File: src/rtl/uart_tx_ctrl_if.sv
// Producer write port, status flags and the TX engine handshake of uart_tx_ctrl.
// The slave modport is the controller; the master modport is the producer plus engine side.
interface uart_tx_ctrl_if #(
  parameter int DEPTH = 8
);
  logic                     enable;
  logic                     wr_valid;
  logic [7:0]               wr_data;
  logic                     wr_ready;
  logic [$clog2(DEPTH):0]   fifo_count;
  logic                     tx_idle;
  logic                     ovf;
  logic                     ovf_clr;
  logic                     eng_start;
  logic [7:0]               eng_data;
  logic                     eng_busy;
  logic                     eng_baud_en;
  logic                     baud_tick;

  modport master (
    output enable, wr_valid, wr_data, ovf_clr, eng_busy, eng_baud_en,
    input  wr_ready, fifo_count, tx_idle, ovf, eng_start, eng_data, baud_tick
  );

  modport slave (
    input  enable, wr_valid, wr_data, ovf_clr, eng_busy, eng_baud_en,
    output wr_ready, fifo_count, tx_idle, ovf, eng_start, eng_data, baud_tick
  );
endinterface

File: src/rtl/uart_tx_ctrl.sv
// Byte FIFO feeding a UART TX engine through an IDLE/LAUNCH/WAIT_DONE handshake,
// plus the baud strobe generator the engine runs from while it is sending.
module uart_tx_ctrl #(
  parameter int CLK_DIV = 434,
  parameter int DEPTH   = 8
) (
  input  logic          clk,
  input  logic          rst,
  uart_tx_ctrl_if.slave bus
);
  localparam int              AW        = $clog2(DEPTH);
  localparam int              CW        = $clog2(CLK_DIV);
  localparam logic [AW:0]     FULL_CNT  = (AW+1)'(DEPTH);
  localparam logic [CW-1:0]   BAUD_LAST = CW'(CLK_DIV - 1);

  typedef enum logic [1:0] {
    IDLE      = 2'd0,
    LAUNCH    = 2'd1,
    WAIT_DONE = 2'd2
  } state_t;

  state_t          state, state_n;
  logic [7:0]      mem [DEPTH];
  logic [AW-1:0]   wr_ptr, rd_ptr;
  logic [AW:0]     count;
  logic [7:0]      data_q;
  logic            ovf_q;
  logic [CW-1:0]   baud_cnt;
  logic            push, pop;

  // Ready comes from the registered count only, so a pop in the same cycle
  // never frees room for a write; that write is dropped and flagged.
  assign bus.wr_ready   = (count != FULL_CNT);
  assign push           = bus.wr_valid && bus.wr_ready;
  assign bus.fifo_count = count;
  assign bus.ovf        = ovf_q;
  assign bus.eng_data   = data_q;
  assign bus.eng_start  = (state == LAUNCH);
  assign bus.tx_idle    = (count == '0) && (state == IDLE);
  assign bus.baud_tick  = bus.eng_baud_en && (baud_cnt == BAUD_LAST);

  always_ff @(posedge clk) begin
    if (push) begin
      mem[wr_ptr] <= bus.wr_data;
    end
  end

  always_ff @(posedge clk) begin
    if (rst) begin
      wr_ptr <= '0;
      rd_ptr <= '0;
      count  <= '0;
    end else begin
      if (push) wr_ptr <= wr_ptr + AW'(1);
      if (pop)  rd_ptr <= rd_ptr + AW'(1);
      case ({push, pop})
        2'b10:   count <= count + (AW+1)'(1);
        2'b01:   count <= count - (AW+1)'(1);
        default: count <= count;
      endcase
    end
  end

  always_ff @(posedge clk) begin
    if (rst) begin
      data_q <= 8'h00;
      ovf_q  <= 1'b0;
    end else begin
      if (pop) data_q <= mem[rd_ptr];
      if (bus.ovf_clr) begin
        ovf_q <= 1'b0;
      end else if (bus.wr_valid && !bus.wr_ready) begin
        ovf_q <= 1'b1;
      end
    end
  end

  always_ff @(posedge clk) begin
    if (rst) begin
      state <= IDLE;
    end else begin
      state <= state_n;
    end
  end

  // Enable only gates new pops; a byte already launched runs to completion.
  always_comb begin
    state_n = state;
    pop     = 1'b0;
    case (state)
      IDLE: begin
        if (bus.enable && (count != '0) && !bus.eng_busy) begin
          pop     = 1'b1;
          state_n = LAUNCH;
        end
      end
      LAUNCH:    state_n = WAIT_DONE;
      WAIT_DONE: if (!bus.eng_busy) state_n = IDLE;
      default:   state_n = IDLE;
    endcase
  end

  always_ff @(posedge clk) begin
    if (rst || !bus.eng_baud_en) begin
      baud_cnt <= '0;
    end else if (baud_cnt == BAUD_LAST) begin
      baud_cnt <= '0;
    end else begin
      baud_cnt <= baud_cnt + CW'(1);
    end
  end
endmodule

File: src/flat_wrapper.sv
// flat-port wrapper written by rule: the top's interface ports become plain ports
module uart_tx_ctrl_flat 
#(
  parameter int CLK_DIV = 434,
  parameter int DEPTH   = 8
)
  (clk, rst, bus_enable, bus_wr_valid, bus_wr_data, bus_ovf_clr, bus_eng_busy, bus_eng_baud_en, bus_wr_ready, bus_fifo_count, bus_tx_idle, bus_ovf, bus_eng_start, bus_eng_data, bus_baud_tick);
  uart_tx_ctrl_if #(.DEPTH(DEPTH)) bus_i ();
  input  logic clk;
  input  logic rst;
  input wire logic [$bits(bus_i.enable)-1:0] bus_enable;
  input wire logic [$bits(bus_i.wr_valid)-1:0] bus_wr_valid;
  input wire logic [$bits(bus_i.wr_data)-1:0] bus_wr_data;
  input wire logic [$bits(bus_i.ovf_clr)-1:0] bus_ovf_clr;
  input wire logic [$bits(bus_i.eng_busy)-1:0] bus_eng_busy;
  input wire logic [$bits(bus_i.eng_baud_en)-1:0] bus_eng_baud_en;
  output wire logic [$bits(bus_i.wr_ready)-1:0] bus_wr_ready;
  output wire logic [$bits(bus_i.fifo_count)-1:0] bus_fifo_count;
  output wire logic [$bits(bus_i.tx_idle)-1:0] bus_tx_idle;
  output wire logic [$bits(bus_i.ovf)-1:0] bus_ovf;
  output wire logic [$bits(bus_i.eng_start)-1:0] bus_eng_start;
  output wire logic [$bits(bus_i.eng_data)-1:0] bus_eng_data;
  output wire logic [$bits(bus_i.baud_tick)-1:0] bus_baud_tick;
  assign bus_i.enable = bus_enable;
  assign bus_i.wr_valid = bus_wr_valid;
  assign bus_i.wr_data = bus_wr_data;
  assign bus_i.ovf_clr = bus_ovf_clr;
  assign bus_i.eng_busy = bus_eng_busy;
  assign bus_i.eng_baud_en = bus_eng_baud_en;
  assign bus_wr_ready = bus_i.wr_ready;
  assign bus_fifo_count = bus_i.fifo_count;
  assign bus_tx_idle = bus_i.tx_idle;
  assign bus_ovf = bus_i.ovf;
  assign bus_eng_start = bus_i.eng_start;
  assign bus_eng_data = bus_i.eng_data;
  assign bus_baud_tick = bus_i.baud_tick;
  uart_tx_ctrl #(.CLK_DIV(CLK_DIV), .DEPTH(DEPTH)) u_core (.clk(clk), .rst(rst), .bus(bus_i));
endmodule
File: config.mk
export PLATFORM = sky130hd
export DESIGN_NAME = uart_tx_ctrl_flat
export DESIGN_NICKNAME = d
export VERILOG_FILES = /design/src/rtl/uart_tx_ctrl_if.sv /design/src/rtl/uart_tx_ctrl.sv /design/src/flat_wrapper.sv
export SDC_FILE = /design/constraint.sdc
export NUM_CORES = 1
export LEC_CHECK = 0
export CAP_MARGIN = 20
export CORE_MARGIN = 5
export CORE_UTILIZATION = 50
export CTS_CLUSTER_SIZE = 12
export DETAILED_ROUTE_END_ITERATION = 12
export PLACE_DENSITY = 0.7
export SYNTH_ARGS = -nofsm -noshare
export SYNTH_HDL_FRONTEND = slang
export SYNTH_SLANG_ARGS = --single-unit
File: constraint.sdc
create_clock -name clk -period 3.4 [get_ports clk]
set_input_delay 0.85 -clock clk [delete_from_list [all_inputs] [get_ports clk]]
set_output_delay 0.85 -clock clk [all_outputs]
set_load 0.05 [all_outputs]
---- Word-level counts from Yosys, hierarchy flattened ----
Memory sizes are Yosys's and may differ from the RTL's. A register that Yosys moved wholly into a read port is not among the register bits.
Cells that the tools add are included.
word-level totals
  memories ................................ 1
  word-level logic and storage cells ...... 45
  flip-flop bits (word level) ............. 22
  bits in writable memories ............... 64
  input port bits ......................... 15
cells by class
  mux-type cells .......................... 8
  reduce and logical (&&, ||, !) cells .... 17
  equal/unequal tests ..................... 8
  add/subtract/negate cells ............... 5
memory list
  memory      words  width  rd ports  clocked after Yosys merged registers in  wr ports  RTL line            text
  u_core.mem  8      8      1         1                                        1         uart_tx_ctrl.sv:23  logic [7:0] mem [DEPTH];
operator list
  operator               number
  $add A9 B1 Y9 const B  1
  $eq A9 B9 Y1 const B   1
  $pmux W4 S2            1
  $add A3 B1 Y3 const B  2
  $logic_and A1 B1 Y1    6
  $pmux W2 S3            1
  $add A4 B1 Y4 const B  1
  $eq A2 B1 Y1 const B   2
  $eq A2 B2 Y1 const B   2
  $logic_not A4 Y1       1
  $mux W1                4
  $mux W2                2
  $ne A2 B2 Y1 const B   2
  $ne A4 B4 Y1 const B   1
  $reduce_bool A4 Y1     1
  $reduce_or A2 Y1       2
  $sub A4 B1 Y4 const B  1
  $logic_not A1 Y1       3
  $logic_not A2 Y1       1
  $reduce_and A2 Y1      1
  $reduce_bool A2 Y1     1
  $logic_or A1 B1 Y1     1

---- Longest topological paths before layout ----
Gate-level depths: netlist (run 1).
  depth after elaboration ................. 7
  depth in mapped cells ................... 11

---- Worst setup path after synthesis (run 1) ----
OpenSTA, ideal clock, no wires.
  kind .................................... flip-flop to output port
  start point ............................. register u_core.count[1], in the netlist u_core.bus.fifo_count[1]
  end point ............................... output bus_tx_idle
  required time ........................... 2550 ps
  path slack .............................. 291 ps
  stages on the path, launching flop included .. 4
  buffers on the path ..................... 1
  data arrival time ....................... 2259 ps
  cell sequence ........................... dfxtp_1 buf_6 or4_4 nor3_1
on the way
  cells in the longest elaborated chain, start to end .. 2
RTL lines
  element                 RTL line            text
  from (decl)             uart_tx_ctrl.sv:25  logic [AW:0] count;
  from (signal assigned)  uart_tx_ctrl.sv:57  2'b10: count <= count + (AW+1)'(1);
  from (signal assigned)  uart_tx_ctrl.sv:58  2'b01: count <= count - (AW+1)'(1);
  from (signal assigned)  uart_tx_ctrl.sv:59  default: count <= count;
  $logic_not A4 Y1        uart_tx_ctrl.sv:39  assign bus.tx_idle = (count == '0) && (state == IDLE);
  $logic_and A1 B1 Y1     uart_tx_ctrl.sv:39
  to (decl)               flat_wrapper.sv:19  output wire logic [$bits(bus_i.tx_idle)-1:0] bus_tx_idle;
Every way passes these cells.

---- Worst setup path after layout (run 1) ----
  start point ............................. register u_core.count[0], in the netlist u_core.bus.fifo_count[0]
  end point ............................... output bus_tx_idle
The elaborated chain is that of the path after synthesis.

==> metrics.yaml, run 1 <==
synth:
  async_reset_ff_share_pct: 0
  synth.net_count: 269
  synth_area_per_inst_um2: 15.8
  synth_edf_count: 64
  synth-seq-area-share_pct: 64.8
  postSynthCellCount: 247
  synth_most_common_cell: "sky130_fd_sc_hd__edfxtp_1"
  synth.top_cells.by_area: "sky130_fd_sc_hd__edfxtp_1, sky130_fd_sc_hd__dfxtp_1, sky130_fd_sc_hd__mux4_2"
  yosys.area.top_type: "sky130_fd_sc_hd__edfxtp_1"
  area_share_of_the_leading_cell_type_in_the_synthesized_netlist_pct: 49.4
  ys_dominant_reg_cell: "sky130_fd_sc_hd__edfxtp_1"
  yosysWarningCount: 0
  synth_commonest_cells: "sky130_fd_sc_hd__edfxtp_1, sky130_fd_sc_hd__dfxtp_1, sky130_fd_sc_hd__nor2_1, sky130_fd_sc_hd__mux4_2, sky130_fd_sc_hd__nor3_2"
  yosysUniqueCellTypes: 45
  yosys_register_bits: 94
  syn_area_mm2: 0.00389
power:
  post-layout-total-power_w: 0.00269
  irDropWorstVdd_uv: 257
  static_leak_nw: 1.53
  power-per-cell-area_mw_per_mm2: 590
detailed_routing:
  detail-route-antenna-nets: 0
  drc_markers: 0
  drt-initial-drc-count: 106
  routed_length_per_placed_instance_um: 16.6
  totalWireLength_um: 6560
  via_count: 2120
  avgViaCountPerCell: 5.35
  detailed_routing_iterations_pass_1: 4
cts:
  insertion_delay_ns: 0.35
  cts.clk_slew.worst_paths_ns: 0.09
  cts.sinks: 94
  cts_repair_resize_count: 0
  depth_of_the_cts_h_tree: 3
  ctsRootBufferMaster: "sky130_fd_sc_hd__clkbuf_8"
  post_cts_hold_buffer_count: 0
  cts.path.max_buffers: 2
  number_of_buffers_inserted_during_clock_tree_synthesis: 9
  cts_tree: "yes"
  cts_setup_buffers: 0
flow_run:
  cap_violations: 0
floorplan:
  pin_count: 32
  die_y_um: 98.2
  design.die.area_mm2: 0.00965
  floorplan.rows: 32
  placeableCoreArea_mm2: 0.00765
  initial_utilization_pct: 50.9
  fp.dieW_um: 98.2
critical_path:
  worst-setup-path-type: "register to primary output"
  data_arrival_critical_path_ns: 2.29
  cp-start-kind: "register"
  cp.buffers_inverters: 1
  worstPathMaxFanout: 7
  critPathRequiredTime_ns: 2.55
  worst_path_dominant_cell_family: "buffers and inverters"
  worst_setup_path_end_kind: "primary output"
  crit_chain: "or4_4 > nor3_1 > clkdlybuf4s50_1"
  slowest_stage_cell_crit_path: "sky130_fd_sc_hd__clkdlybuf4s50_1"
  timing.critical_path.slowest_cell_delay_ns: 0.83
grt:
  globalRoute.totalOverflow: 0
  grt_pass1_vias: 2067
  grt_start_max_net_pins: 19
  global_route_wire_length_before_repair_um: 10900
  grt_usage_pct: 14.7
  antenna_violations_before_repair: 0
timing:
  timing.final.crit_share_pct: 92.3
  tightest_slew_ns: 0.890
  period_needed_ns: 3.14
  fin_hold_ws_ns: 0.477
  clock.fmax_ghz: 0.319
  final.setup.tns_ns: 0
  setup_repair_after_global_routing_missed_its_margin: "no"
  worst_setup_skew_after_layout_ns: 0.00916
  slew_limit_headroom_pct: 40.6
  setup_violations: 0
  timing.final.hold_violations: 0
  slew_violations: 0
worst_hold_path:
  hold_path_class: "register to register"
status:
  run_status: "finished, final reports clean"
final_layout:
  syn_to_final_growth_pct: 17.0
  final_layout_size_suffix_gt1_share_pct: 23.8
  nNetsFinal: 311
  diodes: 0
place:
  portBuffers: 31
  dpl.hpwl_um: 4240
  routabilityCongestion: 0.744
power breakdown:
group | total (W) | switching, W | internal (W)
registers | 0.00133 | 0.0000532 | 0.00128
clock network | 0.000830 | 0.000390 | 0.000440
logic | 0.000527 | 0.000305 | 0.000222
total | 0.00269 | 0.000748 | 0.00194
layout by cell type, fill, tap and decap left out, types with 3 or more instances in the layout:
master and count:
sky130_fd_sc_hd__nor2_4 8, sky130_fd_sc_hd__nand3_2 3, sky130_fd_sc_hd__buf_4 12, sky130_fd_sc_hd__nand3_1 6, sky130_fd_sc_hd__nor3_2 9, sky130_fd_sc_hd__nor3_1 7, sky130_fd_sc_hd__xnor2_1 6, sky130_fd_sc_hd__nand2_1 5
sky130_fd_sc_hd__inv_1 3, sky130_fd_sc_hd__ha_1 7, sky130_fd_sc_hd__o22ai_1 8, sky130_fd_sc_hd__edfxtp_1 64, sky130_fd_sc_hd__clkbuf_8 10, sky130_fd_sc_hd__nor2b_1 4, sky130_fd_sc_hd__clkdlybuf4s50_1 30, sky130_fd_sc_hd__mux4_2 16
sky130_fd_sc_hd__nor2_1 24, sky130_fd_sc_hd__dfxtp_1 30, sky130_fd_sc_hd__xor2_1 8, sky130_fd_sc_hd__a21oi_1 3
layout make-up:
class	instances	area (um2)
timing repair buffer	42	390
clock buffer	10	138
fill	596	3090
tap	102	128
multi-input combinational	139	1270
sequential	94	2520
clock inverter	6	91.3
inverter	3	11.3
cells by family after synthesis:
group / Yosys count / share of synthesized area [%]
compound gates: 16 / 2.48
fa+ha+maj: 7 / 2.25
simple gates: 83 / 14.8
buf+inv: 14 / 2.44
mux: 19 / 10.1
flops: 94 / 64.8
xor+xnor: 14 / 3.15
worst reg2reg max path, stage by stage, from the launching register on:
cell and delay, ns:
sky130_fd_sc_hd__dfxtp_1 0.40, sky130_fd_sc_hd__or4b_1 0.73, sky130_fd_sc_hd__nand2_8 0.18, sky130_fd_sc_hd__ha_1 0.26, sky130_fd_sc_hd__xor2_1 0.18, sky130_fd_sc_hd__ha_1 0.16
sky130_fd_sc_hd__a21oi_1 0.04, sky130_fd_sc_hd__xor2_1 0.16, sky130_fd_sc_hd__or3_1 0.30, sky130_fd_sc_hd__a21oi_1 0.13
sequential cells by signal, summed over array words and instances (netlist names):
signal and cells:
u_core.bus.fifo_count 4, u_core.wr_ptr 3, u_core.baud_cnt 9, u_core.mem 64, u_core.state 2, u_core.bus.eng_data 8, u_core.rd_ptr 3, u_core.bus.ovf 1
worst paths after layout:
path	start	endpoint	slack, ns	depth (start not counted)
worst max-delay path	u_core.bus.fifo_count[0]	bus_tx_idle	0.26	3
worst min-delay path	u_core.baud_cnt[0]	u_core.baud_cnt[0]	0.48	1
worst max register to register	u_core.bus.fifo_count[1]	u_core.bus.fifo_count[2]	0.80	9
worst min register to register	u_core.baud_cnt[0]	u_core.baud_cnt[0]	0.48	1
stage by stage:
| stage | std cells | instance area [um2] | utilization [%] | setup WS [ns] |
|---|---|---|---|---|
| after floorplan | 247 | 3890 | - | 0.291 |
| after global placement | 380 | 4330 | 56.6 | 0.268 |
| after detailed placement | 380 | 4330 | 56.6 | 0.224 |
| after CTS | 396 | 4560 | 59.6 | 0.217 |
| after global routing | 396 | 4560 | 59.6 | 0.181 |
| final | 396 | 4560 | 59.6 | 0.261 |
per-layer routing:
metal / up-vias / wire length, um / GRT usage (%) / part of all wire, %
met5: - / 0 / 0 / 0
li1: 1013 / - / - / -
met1: 1049 / 3070 / 20.7 / 47
met3: 10 / 261 / 2.71 / 4.0
met2: 48 / 3120 / 22.5 / 48
met4: 0 / 110 / 6.30 / 1.7
(Power assumes the default switching activity.)
==> inputs of run 2 (changes only) <==
==> constraint.sdc (replaced) <==
create_clock -name clk -period 3.4 [get_ports clk]
set_input_delay 0.68 -clock clk [delete_from_list [all_inputs] [get_ports clk]]
set_output_delay 0.68 -clock clk [all_outputs]
set_load 0.05 [all_outputs]
==> run 2 against run 1 <==
  * Register-to-register slack hardly changed
  * Setup slack improved by 0.17 ns
  * Sequential share of layout area grew 0.34 points
  * Clock-buffer cell count is the same
  * Maximum frequency up 5.7%
  * Flip-flop and latch count is the same
  * Core utilization fell by 0.36 points
  * Via count down 1.3%
  * First-iteration DRC count down 18%
  * Critical endpoint unchanged
==> metrics.yaml, run 2 (synthesis results as in run 1) <==
flow_run:
  cap_violations: 0  # unchanged
grt:
  globalRoute.totalOverflow: 0  # unchanged
  grt_pass1_vias: 2069  # was 2067
  grt_usage_pct: 14.4  # was 14.7%
  grt_start_max_net_pins: 24  # was 19
  antenna_violations_before_repair: 0  # unchanged
  global_route_wire_length_before_repair_um: 10700  # was 10900 um
timing:
  final.setup.tns_ns: 0  # unchanged
  timing.final.hold_violations: 0  # unchanged
  timing.final.crit_share_pct: 87.4  # was 92.3%
  slew_limit_headroom_pct: 44.9  # was 40.6%
  clock.fmax_ghz: 0.337  # was 0.319 GHz
  period_needed_ns: 2.97  # was 3.14 ns
  tightest_slew_ns: 0.826  # was 0.890 ns
  setup_repair_after_global_routing_missed_its_margin: "no"  # unchanged
  slew_violations: 0  # unchanged
  crit_path_setup_slack_layout_ns: 0.430  # was 0.261 ns
  setup_violations: 0  # unchanged
  worst_setup_skew_after_layout_ns: 0.00853  # was 0.00916 ns
floorplan:
  floorplan.rows: 32  # unchanged
  die_y_um: 98.2  # unchanged
  initial_utilization_pct: 50.9  # unchanged
  design.die.area_mm2: 0.00965  # unchanged
  fp.dieW_um: 98.2  # unchanged
  placeableCoreArea_mm2: 0.00765  # unchanged
  pin_count: 32  # unchanged
final_layout:
  final_layout_size_suffix_gt1_share_pct: 23.1  # was 23.8%
  nNetsFinal: 311  # unchanged
  diodes: 0  # unchanged
  syn_to_final_growth_pct: 16.3  # was 17.0%
  most-common-layout-cells: "sky130_fd_sc_hd__edfxtp_1, sky130_fd_sc_hd__clkdlybuf4s50_1, sky130_fd_sc_hd__dfxtp_1"  # unchanged
  final.fill_count: 588  # was 596
  layout_commonest_cell: "sky130_fd_sc_hd__edfxtp_1"  # unchanged
  max_flop_register: "u_core.mem"  # unchanged
  largest_reg_flops: 64  # unchanged
critical_path:
  worst_setup_path_end_kind: "primary output"  # unchanged
  data_arrival_critical_path_ns: 2.29  # about the same
  worstPathMaxFanout: 7  # unchanged
  critPathRequiredTime_ns: 2.72  # was 2.55 ns
  cp-start-kind: "register"  # unchanged
  worst-setup-path-type: "register to primary output"  # unchanged
power:
  static_leak_nw: 1.50  # was 1.53 nW
  power-per-cell-area_mw_per_mm2: 571  # was 590 mW/mm2
  irDropWorstVdd_uv: 195  # was 257 uV
cts:
  cts_tree: "yes"  # unchanged
  ctsRootBufferMaster: "sky130_fd_sc_hd__clkbuf_8"  # unchanged
  post_cts_hold_buffer_count: 0  # unchanged
  cts_setup_buffers: 0  # unchanged
  insertion_delay_ns: 0.35  # about the same
  cts_repair_resize_count: 0  # unchanged
  number_of_buffers_inserted_during_clock_tree_synthesis: 9  # unchanged
  cts.sinks: 94  # unchanged
  depth_of_the_cts_h_tree: 3  # unchanged
  cts.clk_slew.worst_paths_ns: 0.09  # about the same
  cts.path.max_buffers: 2  # unchanged
detailed_routing:
  via_count: 2093  # was 2120
  avgViaCountPerCell: 5.29  # was 5.35
  drt-initial-drc-count: 87  # was 106
  detail-route-antenna-nets: 0  # unchanged
  detailed_routing_iterations_pass_1: 4  # unchanged
  drc_markers: 0  # unchanged
  routed_length_per_placed_instance_um: 16.4  # was 16.6 um
  totalWireLength_um: 6480  # was 6560 um
place:
  dpl.hpwl_um: 4200  # was 4240 um
  routabilityCongestion: 0.720  # was 0.744
  portBuffers: 31  # unchanged
  pre_cts_ws_ns: 0.391  # was 0.224 ns
status:
  run_status: "finished, final reports clean"  # unchanged
worst_hold_path:
  hold_path_class: "register to register"  # unchanged
[run 2: where the power goes]
| group | switching [W] | internal, W | leakage [nW] | total [W] |
|---|---|---|---|---|
| Clock | 0.000381 | 0.000345 | 0.0931 | 0.000727 |
| Combinational | 0.000305 | 0.000222 | 0.586 | 0.000527 |
| Sequential | 0.0000515 | 0.00128 | 0.825 | 0.00133 |
[run 2: critical path, cell delays in order, from the launching register on]
cell and delay [ns]:
sky130_fd_sc_hd__dfxtp_1 0.38, sky130_fd_sc_hd__or4_4 0.58, sky130_fd_sc_hd__nor3_1 0.15, sky130_fd_sc_hd__clkdlybuf4s50_1 0.83
[run 2: area by class of cell]
class	instances	area, um2	area share, %
flip-flops and latches	94	2520	55.7
multi-input cells	139	1270	28.2
repair buffers	42	393	8.68
clock buffers	10	128	2.82
well taps	102	128	2.82
clock inverters	6	71.3	1.58
inverters	3	11.3	0.249
[run 2: path summary, 6_finish.rpt]
path,start,end,slack [ns],cells after the start
worst min register to register,u_core.baud_cnt[0],u_core.baud_cnt[0],0.47,1
worst max register to register,u_core.bus.fifo_count[1],u_core.bus.fifo_count[3],0.79,7
worst max-delay path,u_core.bus.fifo_count[0],bus_tx_idle,0.43,3
worst min-delay path,u_core.baud_cnt[0],u_core.baud_cnt[0],0.47,1
[run 2: routing by layer]
layer	global-route usage, %	share of wire [%]	vias up
met5	0	0	-
li1	-	-	1009
met2	22.8	47	51
met4	5.67	1.8	0
met3	2.79	5.3	10
met1	19.7	46	1023
[run 2: stage by stage]
stage               util [%]  hold WS (ns)  std cells  total power, W  cell area [um2]
floorplan                  -         0.433        247         0.00175             3890
global placement        56.6         0.449        380         0.00188             4330
detailed placement      56.6         0.465        380         0.00189             4330
CTS                     59.2         0.486        396         0.00261             4530
global route            59.2         0.517        396         0.00271             4530
finish                  59.2         0.473        396         0.00258             4530
